--- config.mk ---
export PLATFORM = sky130hd
export DESIGN_NAME = fetch_ctrl
export DESIGN_NICKNAME = d
export VERILOG_FILES = /design/src/rtl/fetch_pkg.sv /design/src/rtl/branch_lut.sv /design/src/rtl/fetch_ctrl.sv
export SDC_FILE = /design/constraint.sdc
export NUM_CORES = 1
export LEC_CHECK = 0
export CAP_MARGIN = 15
export CORE_UTILIZATION = 38
export CTS_BUF_LIST = sky130_fd_sc_hd__clkbuf_4 sky130_fd_sc_hd__clkbuf_8
export CTS_CLUSTER_DIAMETER = 200
export DETAILED_ROUTE_END_ITERATION = 6
export GPL_TIMING_DRIVEN = 1
export MAX_ROUTING_LAYER = met4
export PLACE_DENSITY = 0.72
export SYNTH_ARGS = -nofsm -noshare
export SYNTH_HDL_FRONTEND = slang
export SYNTH_SLANG_ARGS = --single-unit
--- constraint.sdc ---
create_clock -name clk -period 2.2 [get_ports clk]
set_clock_uncertainty 0.15 [all_clocks]
set_input_delay 0.22 -clock clk [delete_from_list [all_inputs] [get_ports clk]]
set_output_delay 0.22 -clock clk [all_outputs]
set_load 0.1 [all_outputs]
--- src/rtl/fetch_pkg.sv ---
// Shared types and constants for the fetch controller: FSM states, default pc width
// and the branch target table.
package fetch_pkg;

  localparam int unsigned PcBitsDefault = 12;

  typedef enum logic [1:0] {
    StIdle,
    StRun,
    StDone
  } fetch_state_e;

  // Absolute branch targets; widths are truncated to PC_BITS at the lookup.
  localparam logic [31:0] BranchTargets [8] = '{
    32'd0, 32'd100, 32'd40, 32'd10, 32'd4093, 32'd30, 32'd20, 32'd7
  };

endpackage

--- src/rtl/branch_lut.sv ---
// Read-only combinational branch target lookup over the fetch_pkg table.
module branch_lut
  import fetch_pkg::*;
#(
  parameter int unsigned PC_BITS = PcBitsDefault
) (
  input  logic [2:0]         idx,
  output logic [PC_BITS-1:0] target
);

  logic [31:0] entry;

  always_comb begin
    entry  = BranchTargets[idx];
    target = entry[PC_BITS-1:0];
  end

endmodule

--- src/rtl/fetch_ctrl.sv ---
// Program fetch controller: IDLE/RUN/DONE sequencer producing the instruction fetch
// address, with branch targets from a fixed lookup table and a retired-instruction count.
module fetch_ctrl
  import fetch_pkg::*;
#(
  parameter int unsigned PC_BITS  = PcBitsDefault,
  parameter int unsigned CNT_BITS = 16
) (
  input  logic                clk,
  input  logic                reset,
  input  logic                start,
  input  logic                halt_req,
  input  logic                stall,
  input  logic                jump,
  input  logic                branch_taken,
  input  logic [2:0]          target_idx,
  output logic [PC_BITS-1:0]  pc,
  output logic                running,
  output logic                done,
  output logic [CNT_BITS-1:0] instr_count
);

  fetch_state_e        state_q;
  logic [PC_BITS-1:0]  pc_q;
  logic [CNT_BITS-1:0] cnt_q;
  logic                running_q;
  logic                done_q;
  logic [PC_BITS-1:0]  lut_target;
  logic [CNT_BITS-1:0] cnt_inc;

  branch_lut #(
    .PC_BITS(PC_BITS)
  ) u_branch_lut (
    .idx   (target_idx),
    .target(lut_target)
  );

  assign cnt_inc = (cnt_q == '1) ? cnt_q : cnt_q + 1'b1;

  always_ff @(posedge clk) begin
    if (reset) begin
      state_q   <= StIdle;
      pc_q      <= '0;
      cnt_q     <= '0;
      running_q <= 1'b0;
      done_q    <= 1'b0;
    end else begin
      unique case (state_q)
        StIdle, StDone: begin
          if (start) begin
            state_q   <= StRun;
            pc_q      <= '0;
            cnt_q     <= '0;
            running_q <= 1'b1;
            done_q    <= 1'b0;
          end
        end
        StRun: begin
          // Halt outranks stall, so the halt cycle always retires.
          if (halt_req || !stall) begin
            cnt_q <= cnt_inc;
          end
          if (halt_req) begin
            state_q   <= StDone;
            running_q <= 1'b0;
            done_q    <= 1'b1;
          end else if (!stall) begin
            if (jump || branch_taken) begin
              pc_q <= lut_target;
            end else if (pc_q == '1) begin
              // Running off the end of memory finishes the program instead of wrapping.
              state_q   <= StDone;
              running_q <= 1'b0;
              done_q    <= 1'b1;
            end else begin
              pc_q <= pc_q + 1'b1;
            end
          end
        end
        default: begin
          state_q   <= StIdle;
          pc_q      <= '0;
          cnt_q     <= '0;
          running_q <= 1'b0;
          done_q    <= 1'b0;
        end
      endcase
    end
  end

  assign pc          = pc_q;
  assign running     = running_q;
  assign done        = done_q;
  assign instr_count = cnt_q;

endmodule

==> flow_summary.ini <==
[outcome]
outcome = completed

[synthesis]
synth_area_um2 = 1920
ys_seq_elements = 31
syn_inst = 236
synth_edf_count = 0
ys.flop_type = dfxtp_1
synth_nets = 252
syn_area_per_cell_um2 = 8.15
yosys_warnings = 0
ys_seq_area_share_pct = 32.3
ys_types = 49
synthArstFlopShare_pct = 0

[hold_path]
hold_path_class = reg -> reg

[timing]
max_freq_mhz = 494
hold_viol = 0
grt_setup_unrepaired = no
setup-tns-final_ns = 0
setup_viol = 0
relSlewSlack_pct = 68.5
setup_slack_ns = 0.177
slew_violations = 0
worstMarginPinSlew_ns = 0.469
min_period_ns = 2.02
period_share_pct = 91.9

[worst_setup_path]
worstSetupPathType = reg -> reg
crit_required_ns = 2.22
cp_data_arrival_time_ns = 2.04
r2r_slack_ns = 0.18
crit_fanout = 8
crit_path_end_kind = register
cp-start-kind = register

[power]
p_comb_share_pct = 21.6
internal_power_uw = 916
power_density_nw_per_um2 = 518
pwr-share-clk_pct = 33.5
power_frac_seq_pct = 44.8
p_switching_uw = 407
swShare_pct = 30.7
peakVddDrop_uv = 263
p_leak_uw = 0.00108

[route]
detail_route.wl_per_cell_um = 14.1
num_vias = 1952
routed_via_density = 5.42
wirelength_um = 5060
ant_nets = 0
drc_errors = 0
drt_iter0_markers = 129
drt-pass1-iter-count = 4

[placement]
placed_area_um2 = 2470
portBuffers = 39
hpwl_um = 3860
globalplace.congestion = 0.885
pre_cts_ws_ns = -0.0440

[global_route]
grt_max_degree = 11
grt_overflow = 0
grt_antenna_before_repair = 0
grtUsageTotal_pct = 21.5
grt_pass1_wl_um = 8540
grt_pass1_vias = 1782

[clock_network]
clock_latency_ns = 0.28
path_clk_slew_ns = 0.07
cts_buffers = 5
cts_resized = 0
cts_tree = yes
postCtsSetupBuffers = 0
clock-sinks = 31
htree_num_levels = 2
holdBufCountCts = 0
cts-root-buf = clkbuf_8
cts.path.max_buffers = 2

[cells_and_area]
nets = 309
design_area_um2 = 2560
nFillCells = 471
area_delta_synth_final_pct = 32.9
final_cell_mix = buf_4, dfxtp_2, nand2_1, nor2_1, nand3_1
drive_above_1_share_pct = 31.7
diodes = 0
layout_commonest_cell = buf_4

[die]
die-height_um = 73.1
io_pins = 40
fp.coreArea_um2 = 4790
die_area_um2 = 5350
die_w_um = 73.1
initial_core_util_pct = 40.2
rows = 25

[run]
drv_cap = 0
[path summary, 6_finish.rpt]
| kind | endpoint | depth (start not counted) | start |
|---|---|---|---|
| worst max-delay path | pc[6]$_SDFFE_PP0P_ | 5 | state_q[0]$_SDFFE_PP0P_ |
| worst min-delay path | instr_count[13]$_SDFFE_PP0P_ | 2 | instr_count[13]$_SDFFE_PP0P_ |
| worst max register to register | pc[6]$_SDFFE_PP0P_ | 5 | state_q[0]$_SDFFE_PP0P_ |
| worst min register to register | instr_count[13]$_SDFFE_PP0P_ | 2 | instr_count[13]$_SDFFE_PP0P_ |
[power by group through the flow]
stage          sequential (µW)  combinational, µW  clock, µW
3_5_place_dp               605                283          0
2_1_floorplan              680                115          0
5_1_grt                    595                307        481
6_report                   593                286        444
4_1_cts                    593                286        463
3_3_place_gp               605                280          0
[cell usage after synthesis, types with 2 or more instances]
library cell / number / share of area [%]
nor2b_1: 2 / 0.65
and3_1: 8 / 2.6
nor2_1: 20 / 3.9
or3_1: 2 / 0.65
or4_1: 2 / 0.78
nand3_1: 14 / 3.6
and4_1: 2 / 0.91
nor4_1: 3 / 0.98
a21oi_1: 11 / 2.9
xnor2_1: 5 / 2.3
o31ai_1: 2 / 0.78
nand4_1: 8 / 2.6
dfxtp_1: 31 / 32
a211oi_1: 4 / 1.6
ha_1: 6 / 3.9
mux2i_1: 8 / 4.2
o21ai_0: 13 / 3.4
xor2_1: 5 / 2.3
o211ai_1: 6 / 2.3
inv_1: 3 / 0.59
buf_2: 3 / 0.78
and2_1: 2 / 0.65
nand2_1: 25 / 4.9
a22o_1: 3 / 1.4
a41o_1: 2 / 1.0
a31oi_1: 2 / 0.65
a32o_1: 3 / 1.6
clkbuf_1: 6 / 1.2
nand2b_1: 12 / 3.9
or2_1: 2 / 0.65
nor3_1: 3 / 0.78
[per-stage QoR]
step	cells	power, µW	hold slack (ns)	util (%)
floorplan	236	795	0.219	-
global placement	353	885	0.309	51.7
detailed placement	353	889	0.325	51.7
CTS	360	1340	0.335	53.4
global route	360	1380	0.365	53.4
finish	360	1320	0.332	53.4
[sequential cells by signal, summed over array words and instances, names as in the netlist]
signal       count
instr_count     16
state_q          2
running          1
pc              12
[critical path, stage by stage (launching register included)]
cell and delay [ns]:
dfxtp_1 0.38, nor2_1 0.39, a211o_1 0.21, a21o_1 0.27, nand2_1 0.22, a32o_1 0.28
[metal layers]
| layer | up-vias | track usage, % | routed length [µm] |
|---|---|---|---|
| met3 | 5 | 4.42 | 292 |
| li1 | 988 | - | - |
| met2 | 61 | 30.8 | 2210 |
| met1 | 898 | 29.7 | 2500 |
| met4 | 0 | 7.84 | 69 |
| met5 | - | - | 0 |
[final cells by class]
type / count / area (µm²) / area share (%)
inverters: 3 / 11.3 / 0.441
clock buffers: 7 / 83.8 / 3.28
flip-flops and latches: 31 / 662 / 25.9
well taps: 67 / 83.8 / 3.28
repair buffers: 60 / 473 / 18.5
multi-input cells: 192 / 1240 / 48.6
[logic make-up (layout without fill, tap and decap cells)]
family,Yosys count,in the layout,synth area share [%]
muxes,8,8,4.16
buffers and inverters,13,70,3.12
DFF,31,31,32.3
AOI/OAI and AO/OA,57,57,21.2
xor gates and xnor gates,10,10,4.55
and+or+nand+nor,111,111,30.8
adders and majority gates,6,6,3.90
(Power assumes the default switching activity.)
